File: src/rtl/mult_wb_fifo_if.sv
// Bus between the mult unit, the result buffer and the writeback arbiter.
// Mult side: valid/result/trans_id. Writeback side: wb_valid/wb_result/wb_trans_id/wb_ready.
interface mult_wb_fifo_if #(
  parameter int unsigned XLEN          = 64,
  parameter int unsigned TRANS_ID_BITS = 4
);
  logic                     valid;
  logic [XLEN-1:0]          result;
  logic [TRANS_ID_BITS-1:0] trans_id;
  logic                     wb_valid;
  logic [XLEN-1:0]          wb_result;
  logic [TRANS_ID_BITS-1:0] wb_trans_id;
  logic                     wb_ready;

  // Buffer side
  modport slave (
    input  valid, result, trans_id, wb_ready,
    output wb_valid, wb_result, wb_trans_id
  );

  // Environment side (mult unit + writeback arbiter)
  modport master (
    output valid, result, trans_id, wb_ready,
    input  wb_valid, wb_result, wb_trans_id
  );
endinterface

File: src/rtl/mult_wb_fifo.sv
// Result buffer behind the non-stallable mult pipeline. Captures each result pulse,
// presents the oldest entry to writeback, and throttles issue so the buffer never overflows.
// XLEN / TRANS_ID_BITS stand in for the core-configuration values.
module mult_wb_fifo #(
  parameter int unsigned XLEN          = 64,
  parameter int unsigned TRANS_ID_BITS = 4,
  parameter int unsigned DEPTH         = 4,
  parameter int unsigned RESERVE       = 2,
  localparam int unsigned CW           = $clog2(DEPTH + 1),
  localparam int unsigned PW           = (DEPTH > 1) ? $clog2(DEPTH) : 1
) (
  input  logic                 clk_i,
  input  logic                 rst_ni,
  input  logic                 flush_i,
  mult_wb_fifo_if.slave        bus,
  output logic                 issue_ready_o,
  output logic [CW-1:0]        count_o,
  output logic                 overflow_o
);

  if (DEPTH < 2 || DEPTH <= RESERVE) begin : g_param_chk
    $error("mult_wb_fifo: need DEPTH >= 2 and DEPTH > RESERVE");
  end

  typedef struct packed {
    logic [XLEN-1:0]          result;
    logic [TRANS_ID_BITS-1:0] trans_id;
  } entry_t;

  localparam logic [CW-1:0] DEPTH_C   = CW'(DEPTH);
  localparam logic [CW-1:0] RESERVE_C = CW'(RESERVE);
  localparam logic [PW-1:0] LAST_PTR  = PW'(DEPTH - 1);

  entry_t          mem_q [DEPTH];
  logic [PW-1:0]   rd_ptr_q, rd_ptr_d, wr_ptr_q, wr_ptr_d;
  logic [CW-1:0]   count_q, count_d;
  logic            overflow_q, overflow_d;
  logic            push, pop, full, wr_en;

  // Handshake decode. Full + pop still accepts a push since the head slot frees this cycle.
  always_comb begin
    push  = bus.valid & ~flush_i;
    pop   = bus.wb_valid & bus.wb_ready;
    full  = (count_q == DEPTH_C);
    wr_en = push & (~full | pop);
  end

  // Next-state for pointers, occupancy and the sticky overflow flag.
  always_comb begin
    rd_ptr_d   = rd_ptr_q;
    wr_ptr_d   = wr_ptr_q;
    count_d    = count_q;
    overflow_d = overflow_q | (push & full & ~pop);
    if (flush_i) begin
      rd_ptr_d = '0;
      wr_ptr_d = '0;
      count_d  = '0;
    end else begin
      if (wr_en) wr_ptr_d = (wr_ptr_q == LAST_PTR) ? '0 : wr_ptr_q + 1'b1;
      if (pop)   rd_ptr_d = (rd_ptr_q == LAST_PTR) ? '0 : rd_ptr_q + 1'b1;
      count_d = count_q + CW'(wr_en) - CW'(pop);
    end
  end

  // Control state register.
  always_ff @(posedge clk_i or negedge rst_ni) begin
    if (!rst_ni) begin
      rd_ptr_q   <= '0;
      wr_ptr_q   <= '0;
      count_q    <= '0;
      overflow_q <= 1'b0;
    end else begin
      rd_ptr_q   <= rd_ptr_d;
      wr_ptr_q   <= wr_ptr_d;
      count_q    <= count_d;
      overflow_q <= overflow_d;
    end
  end

  // Storage is deliberately not reset; occupancy qualifies every read.
  always_ff @(posedge clk_i) begin
    if (wr_en) mem_q[wr_ptr_q] <= '{result: bus.result, trans_id: bus.trans_id};
  end

  // Outputs depend only on registered state and flush_i, never on wb_ready.
  always_comb begin
    bus.wb_valid    = (count_q != '0) & ~flush_i;
    bus.wb_result   = mem_q[rd_ptr_q].result;
    bus.wb_trans_id = mem_q[rd_ptr_q].trans_id;
    issue_ready_o   = ~flush_i & ((DEPTH_C - count_q) > RESERVE_C);
    count_o         = count_q;
    overflow_o      = overflow_q;
  end

endmodule

File: src/flat_wrapper.sv
// flat-port wrapper written by rule: the top's interface ports become plain ports
module mult_wb_fifo_flat 
#(
  parameter int unsigned XLEN          = 64,
  parameter int unsigned TRANS_ID_BITS = 4,
  parameter int unsigned DEPTH         = 4,
  parameter int unsigned RESERVE       = 2,
  localparam int unsigned CW           = $clog2(DEPTH + 1),
  localparam int unsigned PW           = (DEPTH > 1) ? $clog2(DEPTH) : 1
)
  (clk_i, rst_ni, flush_i, issue_ready_o, count_o, overflow_o, bus_valid, bus_result, bus_trans_id, bus_wb_ready, bus_wb_valid, bus_wb_result, bus_wb_trans_id);
  mult_wb_fifo_if #(.XLEN(XLEN), .TRANS_ID_BITS(TRANS_ID_BITS)) bus_i ();
  input  logic clk_i;
  input  logic rst_ni;
  input  logic flush_i;
  output logic issue_ready_o;
  output logic [CW-1:0] count_o;
  output logic overflow_o;
  input wire logic [$bits(bus_i.valid)-1:0] bus_valid;
  input wire logic [$bits(bus_i.result)-1:0] bus_result;
  input wire logic [$bits(bus_i.trans_id)-1:0] bus_trans_id;
  input wire logic [$bits(bus_i.wb_ready)-1:0] bus_wb_ready;
  output wire logic [$bits(bus_i.wb_valid)-1:0] bus_wb_valid;
  output wire logic [$bits(bus_i.wb_result)-1:0] bus_wb_result;
  output wire logic [$bits(bus_i.wb_trans_id)-1:0] bus_wb_trans_id;
  assign bus_i.valid = bus_valid;
  assign bus_i.result = bus_result;
  assign bus_i.trans_id = bus_trans_id;
  assign bus_i.wb_ready = bus_wb_ready;
  assign bus_wb_valid = bus_i.wb_valid;
  assign bus_wb_result = bus_i.wb_result;
  assign bus_wb_trans_id = bus_i.wb_trans_id;
  mult_wb_fifo #(.XLEN(XLEN), .TRANS_ID_BITS(TRANS_ID_BITS), .DEPTH(DEPTH), .RESERVE(RESERVE)) u_core (.clk_i(clk_i), .rst_ni(rst_ni), .flush_i(flush_i), .bus(bus_i), .issue_ready_o(issue_ready_o), .count_o(count_o), .overflow_o(overflow_o));
endmodule
File: config.mk
export PLATFORM = sky130hd
export DESIGN_NAME = mult_wb_fifo_flat
export DESIGN_NICKNAME = d
export VERILOG_FILES = /design/src/rtl/mult_wb_fifo_if.sv /design/src/rtl/mult_wb_fifo.sv /design/src/flat_wrapper.sv
export SDC_FILE = /design/constraint.sdc
export NUM_CORES = 1
export LEC_CHECK = 0
export ABC_AREA = 1
export BUFFER_PORTS_ARGS = -buffer_cell sky130_fd_sc_hd__buf_4
export CAP_MARGIN = 20
export CORE_MARGIN = 3
export CORE_UTILIZATION = 42
export CTS_CLUSTER_DIAMETER = 40
export DETAILED_ROUTE_END_ITERATION = 12
export GPL_ROUTABILITY_DRIVEN = 0
export GPL_TIMING_DRIVEN = 0
export REMOVE_ABC_BUFFERS = 1
export SYNTH_ARGS = -nofsm -noshare
export SYNTH_HDL_FRONTEND = slang
export SYNTH_SLANG_ARGS = --single-unit
File: constraint.sdc
create_clock -name clk_i -period 6.6 [get_ports clk_i]
set_input_delay 0.66 -clock clk_i [delete_from_list [all_inputs] [get_ports clk_i]]
set_output_delay 0.66 -clock clk_i [all_outputs]
set_load 0.02 [all_outputs]
==> flow_metrics.tcl, run 1 <==
set metrics [dict create \
    hold_class "primary input to flop" \
    r2r_slack_ps 3730 \
    start_util_pct 43.3 \
    startpoint_type "flop" \
    powerDensity_nw_per_um2 449 \
    slew_headroom_pct 36.9 \
    syn_area_um2 10700 \
    synth_seq_area_share_pct 78.5 \
    ir_drop_uv 277 \
    timing.final.crit_share_pct 53.0 \
    swShare_pct 30.8 \
    grt_max_degree 83 \
    path_max_fanout 82 \
    status "finished, final reports clean" \
    coreArea_um2 24600 \
    synth.avg_cell_area_um2 14.7 \
    finalHoldViolCount 0 \
    postPlaceCellArea_um2 12200 \
    htreeDepth 2 \
    ys_top_cells_by_area "edfxtp_1 77%, nor2_1 5.1%, o22ai_1 4.0%" \
    p_comb_share_pct 26.6 \
    startpoint "u_core.rd_ptr_q[0]" \
    cts_buffers 38 \
    dp_hpwl_um 12200 \
    wirelength_um 22400 \
    setup_viol 0 \
    grt_antenna_before_repair 0 \
    final_common_cell "edfxtp_1" \
    diodes 0 \
    synth_top_cell_area_share_pct 76.7 \
    p_seq_share_pct 36.4 \
    cp-end-kind "output pin" \
    die_area_um2 27300 \
    p_int_mw 4.23 \
    top_usage_layer "met2" \
    insertion_delay_ps 500 \
    dr.pass1.iters 5 \
    rsz0062_at_grt "false" \
    clk_path_buf_depth 3 \
    clkPwrFrac_pct 37.0 \
    drive_gt1_share_pct 25.9 \
    power_switching_mw 1.88 \
    clock-sinks 280 \
    track_usage_pct 16.4 \
    routedWlPerCell_um 18.2 \
    path_class "flop to output pin" \
    finClkSkew_ps 8.31 \
    post-route-drc-count 0 \
    grt_pass1_vias 6371 \
    vias 6405 \
    cts_resized 0 \
    ant_nets 0 \
    drt_iter0_drc 403 \
    fin_area_um2 13600 \
    ys_seq_elements 280 \
    global_route.usage.met1_pct 21.0 \
    cp-endpoint "bus_wb_result[57]" \
    met3_usage_pct 5.26 \
    grt_pass1_wl_um 34400 \
    tightest_slew_ps 946 \
    row_count 57 \
    nNetsFinal 964 \
    required_ps 5940 \
    cts_root_buffer "clkbuf_16" \
    reg2reg_depth 9 \
    cap_violations 0 \
    synth_cells 725 \
    io_pins 147 \
    arrival_ps 2840 \
    synth.distinct_cells 25 \
    viasPerCell 5.20 \
    cts_setup_buffers 0 \
    areaGrowthSynthToFinish_pct 28.0 \
    ys_warn_count 0 \
    place_inst 1163 \
    reg2reg_to "u_core.mem_q[1][35]" \
    numPortBuffers 146 \
    grt_util_met2_pct 27.4 \
    final_cell_mix "272 x edfxtp_1, 146 x buf_4, 142 x nor2_1" \
    reg2reg_from "u_core.count_o[1]" \
    cts_tree "built" \
    yosys.area.top_type "edfxtp_1" \
    die_y_um 165 \
    chipWidth_um 165 \
    fmax_mhz 286 \
    period_needed_ps 3500 \
    final_cells 1232 \
    cts_hold_buf 1 \
    clk_pin_slew_ps 60 \
    overflow 0 \
    maxSlewViolCount 0 \
    power.leakage_nw 4.84 \
]
-- worst max-delay path, cell delays in order (launching register included) --
cell	delay (ps)
dfrtp_4	1030
inv_6	420
buf_16	350
o21ai_0	210
o22ai_1	110
buf_4	170
-- area by class of cell --
| type | instances | area [um2] |
|---|---|---|
| fillers | 2010 | 11000 |
| flip-flops and latches | 280 | 8380 |
| multi-input cells | 385 | 1960 |
| repair buffers | 159 | 1390 |
| clock buffers | 43 | 1030 |
| well taps | 324 | 405 |
| clock inverters | 25 | 404 |
| inverters | 16 | 67.6 |
-- synth_stat cells --
library cell,count
nand4_1,1
edfxtp_1,272
clkbuf_2,4
or2_1,1
o21ai_0,73
o21bai_1,1
inv_2,2
xor2_1,2
fa_1,1
nand2_1,9
inv_1,14
buf_2,8
o21ai_1,64
o22ai_1,68
nand2_2,2
ha_1,10
a21oi_1,2
a22oi_1,1
nor2_2,1
buf_6,14
dfrtp_1,8
nor2_1,146
buf_4,4
nand3_1,3
clkbuf_1,14
-- stage by stage --
step           setup WS [ps]  power [mW]  setup TNS, ps  hold WS [ps]  utilization [%]
3_5_place_dp            3630        3.91              0           483             49.5
4_1_cts                 3080        6.19              0           323             55.4
5_1_grt                 2880        6.42              0           324             55.4
2_1_floorplan           1670        3.13              0           364                -
3_3_place_gp           -1760        3.89        -294460           483             48.2
6_report                3100        6.12              0           349             55.4
-- flip-flops by register name, summed over array words and instances, names as in the netlist --
register	count
u_core.mem_q	272
u_core.wr_ptr_q	2
u_core.overflow_o	1
u_core.rd_ptr_q	2
u_core.count_o	3
-- cells by family after synthesis --
group | count (synthesis) | share of synthesized area, %
compound gates | 209 | 10.7
fa+ha+maj | 11 | 1.36
flops | 280 | 78.5
buf+inv | 60 | 3.38
xor+xnor | 2 | 0.164
simple gates | 163 | 5.89
-- how the worst min path moves through the flow --
stage                            from                   to  slack [ps]  cells past startpoint
floorplan                      rst_ni    u_core.count_o[0]         360                      0
global placement               rst_ni    u_core.count_o[0]         480                      1
detailed placement  u_core.overflow_o    u_core.overflow_o         480                      1
CTS                           flush_i    u_core.count_o[0]         320                      2
global route           bus_result[16]  u_core.mem_q[1][20]         320                      1
finish                bus_trans_id[1]   u_core.mem_q[1][1]         350                      1
-- power groups by stage --
stage / Clock (mW) / Combinational [mW] / Sequential, mW
4_1_cts: 2.31 / 1.65 / 2.22
3_3_place_gp: 0 / 1.57 / 2.32
2_1_floorplan: 0 / 0.884 / 2.24
5_1_grt: 2.39 / 1.78 / 2.25
3_5_place_dp: 0 / 1.65 / 2.26
6_report: 2.26 / 1.63 / 2.22
-- per-layer routing --
| layer | part of all wire (%) | wire (um) |
|---|---|---|
| met4 | 1.9 | 422 |
| met1 | 43 | 9620 |
| met5 | 0 | 0 |
| met3 | 7.9 | 1780 |
| met2 | 47 | 10600 |
Power figures use the tool's default switching activity.
==> run 2: changes to the inputs <==
--- a/config.mk
+++ b/config.mk
@@ -5,7 +5,7 @@
 export SDC_FILE = /design/constraint.sdc
 export NUM_CORES = 1
 export LEC_CHECK = 0
-export ABC_AREA = 1
+export ABC_AREA = 0
 export BUFFER_PORTS_ARGS = -buffer_cell sky130_fd_sc_hd__buf_4
 export CAP_MARGIN = 20
 export CORE_MARGIN = 3
==> constraint.sdc (replaced) <==
create_clock -name clk_i -period 2.9 [get_ports clk_i]
set_input_delay 0.29 -clock clk_i [delete_from_list [all_inputs] [get_ports clk_i]]
set_output_delay 0.29 -clock clk_i [all_outputs]
set_load 0.02 [all_outputs]
==> flow_metrics.tcl, run 2 <==
set metrics [dict create \
    status "finished, final reports clean" \
    vias 4974 \
    clkPwrFrac_pct 39.7 \
    r2r_slack_ps 210 \
    final_common_cell "edfxtp_1" \
    track_usage_pct 14.6 \
    overflow 0 \
    yosys.area.top_type "edfxtp_1" \
    cp-end-kind "flop" \
    timing.final.crit_share_pct 92.7 \
    viasPerCell 4.93 \
    grt_util_met2_pct 24.1 \
    worst_hold_slack_ps 42.7 \
    holdPathEnd "u_core.rd_ptr_q[1]" \
    required_ps 3070 \
    multiInputGateArea_um2 1890 \
    startpoint_type "flop" \
    reg2reg_depth 7 \
    ys_warn_count 0 \
    power_mw 11.9 \
    coreArea_um2 24400 \
    power_switching_mw 2.91 \
    cts_tree "built" \
    post-route-drc-count 0 \
    finClkSkew_ps 13.8 \
    synth-async-reset-ratio_pct 2.86 \
    start_util_pct 42.9 \
    tightest_slew_ps 506 \
    chipWidth_um 164 \
    top_usage_layer "met2" \
    ys_seq_elements 280 \
    fin_area_um2 14000 \
    fillers 1830 \
    path_class "flop to flop" \
    syn_area_um2 10500 \
    fin_util_pct 57.3 \
    diodes 0 \
    ys.flop_type "edfxtp_1" \
    nNetsFinal 742 \
    row_count 57 \
    hold_class "primary input to flop" \
    insertion_delay_ps 490 \
    cts_root_buffer "clkbuf_16" \
    io_pins 147 \
    synthTopCellsByCount "272 x edfxtp_1, 68 x mux4_2, 10 x ha_1, 9 x nor2_1, 8 x dfrtp_1" \
    htreeDepth 2 \
    drive_gt1_share_pct 42.7 \
    synth.distinct_cells 23 \
    die_y_um 164 \
    global_route.usage.met1_pct 19.4 \
    slew_headroom_pct 66.2 \
    met3_usage_pct 3.81 \
    dr.pass1.iters 4 \
    startpoint "u_core.count_o[0]" \
    ys_top_cells_by_area "edfxtp_1 78%, mux4_2 15%, dfrtp_1 1.9%" \
    final_cell_mix "272 x edfxtp_1, 146 x buf_4, 69 x dlygate4sd3_1" \
    cts_buffers 37 \
    cap_violations 0 \
    dp_hpwl_um 11200 \
    setup_viol 0 \
    synth.avg_cell_area_um2 25.3 \
    clk_pin_slew_ps 60 \
    finalHoldViolCount 0 \
    grt_max_degree 47 \
    reg2reg_to "u_core.mem_q[2][20]" \
    synth_cells 414 \
    largest_reg_flops 272 \
    arrival_ps 2850 \
    synth_top_cell_area_share_pct 78.0 \
    p_int_mw 8.96 \
    synth_edf_count 272 \
    fmax_mhz 372 \
    min_from "flush_i" \
    grt_pass1_vias 5454 \
    setup_tns_ps 0 \
    postPlaceCellArea_um2 12000 \
    drt_iter0_drc 236 \
    p_comb_share_pct 19.1 \
    clk_path_buf_depth 3 \
    yosysMostFrequentCell "edfxtp_1" \
    wirelength_um 19200 \
    clock-sinks 280 \
    power.leakage_nw 4.82 \
    areaGrowthSynthToFinish_pct 33.5 \
    reg2reg_from "u_core.count_o[0]" \
    routedWlPerCell_um 19.1 \
    grt_antenna_before_repair 0 \
    top_register "u_core.mem_q" \
    swShare_pct 24.5 \
    path_max_fanout 40 \
    holdPathStages 2 \
    powerDensity_nw_per_um2 849 \
    rsz0062_at_grt "false" \
    grt_pass1_wl_um 30000 \
    maxSlewViolCount 0 \
    p_seq_share_pct 41.2 \
    synth_seq_area_share_pct 79.9 \
    regArea_um2 8380 \
    ant_nets 0 \
    period_needed_ps 2690 \
    ir_drop_uv 605 \
    die_area_um2 26900 \
    numPortBuffers 146 \
]
run 2: kinds of logic after synthesis:
logic type / share of synthesized area [%]
and+or+nand+nor: 1.07
DFF: 79.9
muxes: 14.9
adders and majority gates: 1.39
xor gates and xnor gates: 0.251
AOI/OAI and AO/OA: 0.323
buffers and inverters: 2.14
run 2: layer usage:
metal	vias to the layer above	wire [um]
li1	2249	-
met1	2567	8220
met2	135	9630
met3	23	1130
met4	0	243
met5	-	0
run 2: power by group through the flow:
stage / registers [mW] / logic [mW] / clock network, mW
global route: 4.92 / 2.44 / 5.02
finish: 4.89 / 2.27 / 4.71
detailed placement: 4.98 / 2.24 / 0
global placement: 5.16 / 2.06 / 0
floorplan: 5.07 / 1.23 / 0
CTS: 4.90 / 2.33 / 4.83
run 2: layout make-up:
type	count	area share, %
Multi-Input combinational cell	111	13.5
Sequential cell	280	59.9
Clock buffer	40	7.01
Tap cell	324	2.90
Clock inverter	25	2.42
Timing Repair Buffer	222	14.1
Inverter	6	0.161
run 2: critical path: stages, from the launching register on:
cell,delay (ps)
dfrtp_1,430
inv_1,90
ha_1,230
ha_1,230
nand2b_1,220
a21oi_4,290
and2_4,520
buf_16,320
run 2: how the worst max path moves through the flow:
stage	endpoint	slack, ps	cells past startpoint
6_report	u_core.mem_q[2][20]	210	7
5_1_grt	u_core.mem_q[2][59]	50	7
4_1_cts	u_core.mem_q[2][29]	160	7
3_5_place_dp	u_core.mem_q[2][25]	210	7
3_3_place_gp	bus_wb_result[40]	-2280	2
2_1_floorplan	bus_wb_result[0]	-870	1
run 2: through the flow:
step	instances	worst slack [ps]
after floorplan	397	-871
after global placement	867	-2280
after detailed placement	874	213
after CTS	1008	157
after global routing	1008	51.7
final	1008	212
run 2: repair_timing:
action	4_1_cts	5_1_grt
hold buffers	69	0
buffers inserted	0	0
gates resized for setup	0	0
hold endpoints to repair	280	0
